## src/rtl/fir_coeff_loader_pkg.sv

```systemverilog
// fir_coeff_loader_pkg: shared state encoding, default sizing and symmetric coefficient count
package fir_coeff_loader_pkg;

   typedef enum logic [1:0] {IDLE, RECV, CSUM} state_t;

   localparam int ORD_DEF        = 255;
   localparam int M_DEF          = 8;
   localparam int COEFF_SIZE_DEF = 16;

   // unique coefficients of a symmetric polyphase filter, rounded up to whole branches
   function automatic int sym_ncoef(input int ord, input int m);
      return (((ord + 1) / m + 1) / 2) * m;
   endfunction

   localparam int NCOEF_DEF = sym_ncoef(ORD_DEF, M_DEF);
   localparam int BPC_DEF   = COEFF_SIZE_DEF / 8;

endpackage

```

## src/rtl/fir_coeff_loader_coeff_byte_assembler.sv

```systemverilog
// coeff_byte_assembler: places little-endian bytes into coefficient lanes and flags each completed word
module coeff_byte_assembler
   import fir_coeff_loader_pkg::*;
#(
   parameter int COEFF_SIZE = COEFF_SIZE_DEF,
   parameter int BPC        = COEFF_SIZE / 8
) (
   input  logic                  clk,
   input  logic                  nrst,
   input  logic                  clear,
   input  logic                  xfer,
   input  logic [7:0]            s_data,
   output logic [COEFF_SIZE-1:0] word,
   output logic                  word_done
);

   localparam int BW = $clog2(BPC + 1);
   localparam logic [BW-1:0] LAST = BW'(BPC - 1);

   logic [BW-1:0]         byte_cnt_q, byte_cnt_d;
   logic [COEFF_SIZE-1:0] lane_q, lane_d;

   // word is the buffer including the byte arriving now, so the top can register it on the same edge
   always_comb begin
      lane_d = lane_q;
      if (xfer) lane_d[8*int'(byte_cnt_q) +: 8] = s_data;
      word_done  = xfer && byte_cnt_q == LAST;
      byte_cnt_d = clear || word_done ? '0 : xfer ? byte_cnt_q + 1'b1 : byte_cnt_q;
      word       = lane_d;
   end

   // lane buffer and byte counter registers
   always_ff @(posedge clk or negedge nrst) begin
      if (!nrst) begin
         byte_cnt_q <= '0;
         lane_q     <= '0;
      end else begin
         byte_cnt_q <= byte_cnt_d;
         lane_q     <= lane_d;
      end
   end

endmodule

```

## src/rtl/fir_coeff_loader.sv

```systemverilog
// fir_coeff_loader: byte-stream coefficient loader with checksum, driving the decimator write port
module fir_coeff_loader
   import fir_coeff_loader_pkg::*;
#(
   parameter int ORD        = ORD_DEF,
   parameter int M          = M_DEF,
   parameter int COEFF_SIZE = COEFF_SIZE_DEF
) (
   input  logic                       clk,
   input  logic                       nrst,
   input  logic                       load_start,
   input  logic                       s_valid,
   output logic                       s_ready,
   input  logic [7:0]                 s_data,
   output logic                       c_we,
   output logic [COEFF_SIZE-1:0]      c_in,
   output logic [$clog2(ORD+1)-1:0]   c_addr,
   output logic                       busy,
   output logic                       done,
   output logic                       err
);

   localparam int NCOEF = sym_ncoef(ORD, M);
   localparam int BPC   = COEFF_SIZE / 8;
   localparam int AW    = $clog2(ORD + 1);
   localparam int WW    = $clog2(NCOEF + 1);
   localparam logic [WW-1:0] LAST_WORD = WW'(NCOEF - 1);

   state_t                state_q, state_d;
   logic [7:0]            csum_q, csum_d, sum;
   logic [WW-1:0]         word_cnt_q, word_cnt_d;
   logic [COEFF_SIZE-1:0] c_in_q, c_in_d, word;
   logic [AW-1:0]         c_addr_q, c_addr_d;
   logic                  done_q, done_d, err_q, err_d;
   logic                  xfer, clear, word_done;

   // freeze, ready and busy all follow the session; reset drops them asynchronously
   assign s_ready = state_q != IDLE;
   assign c_we    = s_ready;
   assign busy    = s_ready;
   assign xfer    = s_valid && s_ready;
   assign clear   = state_q == IDLE && load_start;
   assign c_in    = c_in_q;
   assign c_addr  = c_addr_q;
   assign done    = done_q;
   assign err     = err_q;

   coeff_byte_assembler #(
      .COEFF_SIZE (COEFF_SIZE),
      .BPC        (BPC)
   ) u_asm (
      .clk       (clk),
      .nrst      (nrst),
      .clear     (clear),
      .xfer      (xfer && state_q == RECV),
      .s_data    (s_data),
      .word      (word),
      .word_done (word_done)
   );

   // session FSM; address and data change together only on a completed word
   always_comb begin
      state_d    = state_q;
      csum_d     = csum_q;
      word_cnt_d = word_cnt_q;
      c_in_d     = c_in_q;
      c_addr_d   = c_addr_q;
      done_d     = 1'b0;
      err_d      = err_q;
      sum        = csum_q + s_data;
      if (clear) begin
         state_d    = RECV;
         csum_d     = '0;
         word_cnt_d = '0;
         c_in_d     = '0;
         c_addr_d   = '0;
         err_d      = 1'b0;
      end
      if (xfer) csum_d = sum;
      if (word_done) begin
         c_in_d     = word;
         c_addr_d   = AW'(word_cnt_q);
         word_cnt_d = word_cnt_q + 1'b1;
         if (word_cnt_q == LAST_WORD) state_d = CSUM;
      end
      if (xfer && state_q == CSUM) begin
         state_d = IDLE;
         done_d  = sum == 8'd0;
         err_d   = sum != 8'd0;
      end
   end

   // session registers
   always_ff @(posedge clk or negedge nrst) begin
      if (!nrst) begin
         state_q    <= IDLE;
         csum_q     <= '0;
         word_cnt_q <= '0;
         c_in_q     <= '0;
         c_addr_q   <= '0;
         done_q     <= 1'b0;
         err_q      <= 1'b0;
      end else begin
         state_q    <= state_d;
         csum_q     <= csum_d;
         word_cnt_q <= word_cnt_d;
         c_in_q     <= c_in_d;
         c_addr_q   <= c_addr_d;
         done_q     <= done_d;
         err_q      <= err_d;
      end
   end

endmodule
```

## config.mk

```make
export PLATFORM = sky130hd
export DESIGN_NAME = fir_coeff_loader
export DESIGN_NICKNAME = d
export VERILOG_FILES = /design/src/rtl/fir_coeff_loader_pkg.sv /design/src/rtl/fir_coeff_loader_coeff_byte_assembler.sv /design/src/rtl/fir_coeff_loader.sv
export SDC_FILE = /design/constraint.sdc
export NUM_CORES = 1
export LEC_CHECK = 0
export BUFFER_PORTS_ARGS = -buffer_cell sky130_fd_sc_hd__buf_4
export CAP_MARGIN = 5
export CORE_MARGIN = 5
export CORE_UTILIZATION = 50
export CTS_CLUSTER_DIAMETER = 50
export DETAILED_ROUTE_END_ITERATION = 7
export HOLD_SLACK_MARGIN = 0.15
export PLACE_DENSITY_LB_ADDON = 0.15
export SETUP_SLACK_MARGIN = 0.2
export SYNTH_ARGS = -nofsm -noshare
export SYNTH_HDL_FRONTEND = slang
export SYNTH_SLANG_ARGS = --single-unit
```

## constraint.sdc

```tcl
create_clock -name clk -period 2.3 [get_ports clk]
set_input_delay 0.23 -clock clk [delete_from_list [all_inputs] [get_ports clk]]
set_output_delay 0.23 -clock clk [all_outputs]
set_load 0.02 [all_outputs]
```

==> qor.txt, run 1 <==
Synth cell types: 42
Primary FF master, synth: dfrtp_1
Seq cells post-synth: 54
min Tclk post-route: 2.28 ns
Max VDD drop: 515 uV
simple-gate share of the synthesized area: 17.9%
Final Hold Vio Count: 0
HP Class: in -> reg
total CTS buffers: 5
# IOs: 41
cell count after placement: 354
Max Transition Viols Final: 0
multiplexer share of the synthesized area: 0%
chip height: 81.6 um
Async SR Flop Fraction: 100%
row cnt: 26
grt total ovfl: 0
compound-cell area share of the yosys netlist: 17.6%
Worst slew margin: 54.8%
met3 Track Usage GR: 3.07%
status: finished, final reports clean
max-cap viol count: 0
Via Count: 2004
Clk pin slew, worst setup/hold paths: 0.09 ns
DR pass1 iterations: 4
fraction of layout cells with a size suffix above 1: 22.7%
post-synthesis adder-cell area fraction: 6.15%
Crit Path Max Fanout: 2
XOR/XNOR Fraction of Synth Area: 2.05%
clk sink count: 54
H-tree depth: 2
Antenna Violating Nets Remaining: 0
reg-to-reg critical path startpoint: csum_q[0]$_DFFE_PN0P_
# setup viols final: 0
signal arrival time at the worst endpoint: 2.48 ns
Final period util: 99.3%
Max Fclk: 0.438 GHz
vias in the first global route: 1986
number of synthesized flops with an enable pin: 0
Initial Util: 50.8%
Hold Path Depth: 2
Slew @ Worst Pin: 0.678 ns
pwr dens: 1130 nW/um^2
IO Port Bufs: 40
Root Driver: clkbuf_8
startpoint types: flop
most frequent cell after synthesis: dfrtp_1
average size of a mapped cell: 10.1 um^2
Syn Std Cell Area: 2560 um^2
initial antenna violation count: 0
first-pass GRT wire length: 9470 um
largest family of logic cells by synthesized area: simple AND/OR/NAND/NOR gates
critical path endpoint category: flop
clk_lat worst skew: 0.31 ns
final wirelength: 5650 um
worst hold endpoint: c_in[10]$_DFFE_PN0N_
CTS Buffer Depth: 2
top cell type's share of synthesized area: 52.7%
Setup Crit Path Kind: reg -> reg
met2 Track Usage GR: 30.7%
DR iter-0 viols: 72
clock skew: 0.00612 ns
GR Util met1: 24.7%
Final nets: 318
Antenna Diode Count: 0
die footprint: 6660 um^2
pin count of the biggest net entering global routing: 55
setup slack, reg-to-reg: 0.02 ns
Vias per Instance: 5.49
area of the core: 5040 um^2
grt peak-use layer: met2
RSZ-0062 raised after global routing: yes
Die Wd: 81.6 um
routed wire length per instance: 15.5 um
area grow syn2layout: 20.1%
TritonCTS clock tree: yes
Worst Hold Margin: 0.162 ns
# DRC: 0
reg2reg end: err$_DFFE_PN0P_
GRT Util Overall: 18.6%
Placer Congestion: 0.881
Seq/Total Area, Yosys: 52.7%
syn_nets: 278
Critical Path RT: 2.49 ns
Final Non-Filler Cells: 365
synth top area cells: dfrtp_1, nand2_1, ha_1, a22o_1, o21ai_0
dpl hpwl: 4050 um
Yosys top cell by area: dfrtp_1
Pleak: 1.59 nW
cell count of the worst reg-to-reg path: 7
Post-Syn Instances: 254
Yosys warning total: 0
worst hold start: s_data[2]
most instantiated cells after synthesis: dfrtp_1, nand2_1, o21ai_0
[power by group]
part	switching, mW	internal (mW)
sequential	0.168	1.23
combinational	0.861	0.651
clock	0.317	0.248
[how the worst max path moves through the flow]
stage	cells after the start	from	slack, ns	endpoint
finish	7	csum_q[0]$_DFFE_PN0P_	0.02	err$_DFFE_PN0P_
global route	8	csum_q[0]$_DFFE_PN0P_	-0.06	err$_DFFE_PN0P_
CTS	7	csum_q[0]$_DFFE_PN0P_	0.009	err$_DFFE_PN0P_
detailed placement	8	s_data[0]	-0.02	err$_DFFE_PN0P_
global placement	8	s_data[0]	0.04	err$_DFFE_PN0P_
floorplan	7	csum_q[0]$_DFFE_PN0P_	0.06	err$_DFFE_PN0P_
[sequential cells by signal, indices dropped and copies added (netlist names), 2 cells and up]
register / cells
c_in: 16
csum_q: 8
c_addr: 8
u_asm.byte_cnt_q: 2
u_asm.lane_q: 8
word_cnt_q: 8
state_q: 2
[routing by layer]
layer	wire length, um	share of wire (%)
met5	0	0
met1	2590	46
met4	87	1.5
met2	2710	48
met3	264	4.7
[what timing repair did]
action,CTS,global route
endpoints found under the hold margin,54,0
pin swaps,1,1
buffers inserted,0,2
hold buffers,1,0
setup endpoints to repair,2,4
gates resized for setup,1,5
[cell type report]
cell class	count	area [um^2]
clock inverter	2	17.5
tap	70	87.6
sequential	54	1350
clock buffer	6	82.6
multi-input combinational	180	1150
timing repair buffer	49	370
fill	444	1960
inverter	4	15.0
[cells by family (layout without fill, tap and decap cells)]
family | after synthesis | in the layout
AND/OR/NAND/NOR | 96 | 96
AO/OA/AOI/OAI | 66 | 66
flip-flops | 54 | 54
buffers and inverters | 20 | 61
adder cells (fa/ha/maj) | 12 | 12
XOR/XNOR | 6 | 6
[layout by cell type, fill, tap and decap left out, drive strengths merged, types with 6 or more instances in the layout]
cell type / synthesis / layout
dfrtp: 54 / 54
o21ai: 21 / 21
nand3: 12 / 12
and3: 10 / 10
nand2: 48 / 48
nor2: 8 / 8
clkbuf: 10 / 6
a22o: 15 / 15
ha: 11 / 11
buf: 6 / 48
a21o: 11 / 11
a21oi: 8 / 8
[critical path: stages, from the launching register on]
cell	delay, ns
dfrtp_1	0.39
ha_2	0.19
fa_2	0.35
a21o_1	0.17
a21oi_2	0.14
xnor2_1	0.10
or4_4	0.52
o41a_1	0.31
[stage by stage]
| stage | setup slack (ns) | util, % | power (mW) | setup TNS (ns) | area [um^2] |
|---|---|---|---|---|---|
| after floorplan | 0.0614 | - | 2.36 | 0 | 2570 |
| after global placement | 0.0398 | 57.9 | 2.81 | 0 | 2920 |
| after detailed placement | -0.0217 | 57.9 | 2.84 | -0.0217 | 2920 |
| after CTS | 0.00866 | 60.1 | 3.42 | 0 | 3030 |
| after global routing | -0.0632 | 61.1 | 3.74 | -0.101 | 3080 |
| final | 0.0152 | 61.1 | 3.47 | 0 | 3080 |
Power figures use the tool's default switching activity.
==> run 2, diff against run 1 <==
Settings changed: ABC_AREA set to 1.
==> qor.txt, run 2 <==
status: finished, final reports clean
Via Count: 2096
pwr dens: 1170 nW/um^2
clk_lat worst skew: 0.30 ns
DR pass1 iterations: 5
Final Hold Vio Count: 0
Post-Syn Instances: 302
Slew @ Worst Pin: 0.656 ns
Critical Path RT: 2.50 ns
max reg flops: 16
area grow syn2layout: 16.7%
Primary FF master, synth: dfrtp_1
Antenna Diode Count: 0
critical-path cell list: ha_1 -> fa_1 -> nand2_1 -> nand3_1 -> nand3b_1 -> nand2_1 -> nor2_1 -> nand2_1 -> nor2_2 -> nor2_1
Initial Util: 51.6%
Syn Std Cell Area: 2630 um^2
# DRC: 0
Yosys top cell by area: dfrtp_1
CTS Buffer Depth: 2
signal arrival time at the worst endpoint: 2.13 ns
most frequent cell after synthesis: nand2_1
first-pass GRT wire length: 9730 um
HP Class: in -> reg
startpoint types: flop
Final TNS setup: 0 ns
grt total ovfl: 0
slowest stage delay, CP: 0.42 ns
# setup viols final: 0
Filler cells: 487
Clk pin slew, worst setup/hold paths: 0.09 ns
critical path endpoint category: flop
initial antenna violation count: 0
fin util: 60.2%
area of the core: 5110 um^2
Placer Congestion: 0.799
Seq cells post-synth: 54
Worst Path Buf+Inv: 0
Synth cell types: 31
die footprint: 6820 um^2
Final nets: 364
Die Wd: 82.6 um
most instantiated cells after synthesis: nand2_1, dfrtp_1, nand3_1
Crit Path Max Fanout: 3
pin count of the biggest net entering global routing: 55
GRT Util Overall: 19.0%
synth top area cells: dfrtp_1, nand2_1, nand3_1, ha_1, o21ai_0
Max Fclk: 0.519 GHz
# IOs: 41
chip height: 82.6 um
fraction of layout cells with a size suffix above 1: 16.4%
DR iter-0 viols: 107
commonest non-fill, non-tap cell in the layout: nand2_1
syn_nets: 326
min Tclk post-route: 1.93 ns
final wirelength: 5700 um
Setup Crit Path Kind: reg -> reg
number of synthesized flops with an enable pin: 0
average size of a mapped cell: 8.72 um^2
Max Transition Viols Final: 0
Vias per Instance: 5.10
vias in the first global route: 2061
H-tree depth: 2
TritonCTS clock tree: yes
Pleak: 1.65 nW
Post-CTS Setup Bufs: 0
Root Driver: clkbuf_8
delay-heaviest family, CP: simple AND/OR/NAND/NOR gates
clock skew: 0.00464 ns
clk sink count: 54
dpl hpwl: 4260 um
Worst slew margin: 56.3%
row cnt: 26
total CTS buffers: 5
IO Port Bufs: 40
Yosys warning total: 0
top cell type's share of synthesized area: 51.3%
Max VDD drop: 557 uV
max-cap viol count: 0
CP max stage cell: fa_1
Async SR Flop Fraction: 100%
commonest non-fill, non-tap cells in the layout: nand2_1, dfrtp_1, buf_4
Final period util: 83.8%
CP most frequent cell: nand2_1
Antenna Violating Nets Remaining: 0
Seq/Total Area, Yosys: 51.3%
routed wire length per instance: 13.9 um
RSZ-0062 raised after global routing: no
==> run 2: cell count changes in the layout (fill, tap and decap cells not counted), sizes merged, moves of 3 or more <==
cell and delta:
a22o -6, and3 -10, inv +29, nand3 +27, nand2 +28, o21ai +5
buf -6, nand4 +3, nor2 +10, xnor2 -4, a21o -11
==> run 2: path summary, 6_finish.rpt <==
path	startpoint	to	slack, ns	depth (start not counted)
worst max-delay path	csum_q[0]$_DFFE_PN0P_	err$_DFFE_PN0P_	0.37	10
worst min-delay path	s_data[4]	c_in[12]$_DFFE_PN0N_	0.19	3
worst max register to register	csum_q[0]$_DFFE_PN0P_	err$_DFFE_PN0P_	0.37	10
worst min register to register	c_in[13]$_DFFE_PN0N_	c_in[13]$_DFFE_PN0N_	0.49	2
max in group asynchronous	nrst	csum_q[1]$_DFFE_PN0P_	1.37	2
min in group asynchronous	nrst	csum_q[3]$_DFFE_PN0P_	0.50	2
==> run 2: cells by family after synthesis <==
| kind of cell | count (synthesis) | share of synthesized area [%] |
|---|---|---|
| XOR/XNOR | 2 | 0.665 |
| flip-flops | 54 | 51.3 |
| AO/OA/AOI/OAI | 46 | 10.5 |
| adder cells (fa/ha/maj) | 12 | 5.99 |
| buffers and inverters | 44 | 7.36 |
| AND/OR/NAND/NOR | 144 | 24.2 |
==> run 2: area by class of cell <==
| cell class | count | area [um^2] | area share, % |
|---|---|---|---|
| well taps | 70 | 87.6 | 2.85 |
| repair buffers | 43 | 325 | 10.6 |
| multi-input cells | 204 | 1090 | 35.5 |
| clock inverters | 1 | 8.76 | 0.285 |
| inverters | 32 | 123 | 3.99 |
| clock buffers | 7 | 86.3 | 2.81 |
| flip-flops and latches | 54 | 1350 | 44.0 |
==> run 2: per-layer routing <==
| layer | track usage, % | vias to the layer above | routed length, um |
|---|---|---|---|
| met4 | 6.05 | 0 | 71 |
| met3 | 4.66 | 5 | 348 |
| met5 | 0 | - | 0 |
| li1 | - | 1073 | - |
| met1 | 26.1 | 966 | 2760 |
| met2 | 29.6 | 52 | 2520 |
==> run 2: timing repair <==
action | CTS | global route
endpoints found under the hold margin | 54 | 0
hold buffers | 1 | 0
endpoints found under the setup margin | 0 | 1
gates resized for setup | 0 | 1
==> run 2: worst reg2reg max path, cell delays in order (launching register included) <==
cell and delay (ns):
dfrtp_1 0.41, ha_1 0.23, fa_1 0.42, nand2_1 0.10
nand3_1 0.12, nand3b_1 0.11, nand2_1 0.08, nor2_1 0.11
nand2_1 0.07, nor2_2 0.12, nor2_1 0.05
==> run 2: where the power goes <==
| group | total (mW) | internal (mW) | switching [mW] |
|---|---|---|---|
| sequential | 1.47 | 1.27 | 0.199 |
| clock | 0.556 | 0.249 | 0.307 |
| combinational | 1.58 | 0.615 | 0.970 |
| total | 3.61 | 2.13 | 1.48 |
==> run 2: per-stage QoR <==
step	hold slack (ns)	std cells	power [mW]	cell area, um^2	setup slack (ns)
finish	0.193	411	3.61	3070	0.372
CTS	0.177	411	3.63	3070	0.346
global placement	0.306	402	3.03	2970	0.408
global route	0.186	411	3.91	3070	0.215
floorplan	-0.0656	302	2.54	2630	0.629
detailed placement	0.312	402	3.07	2970	0.373
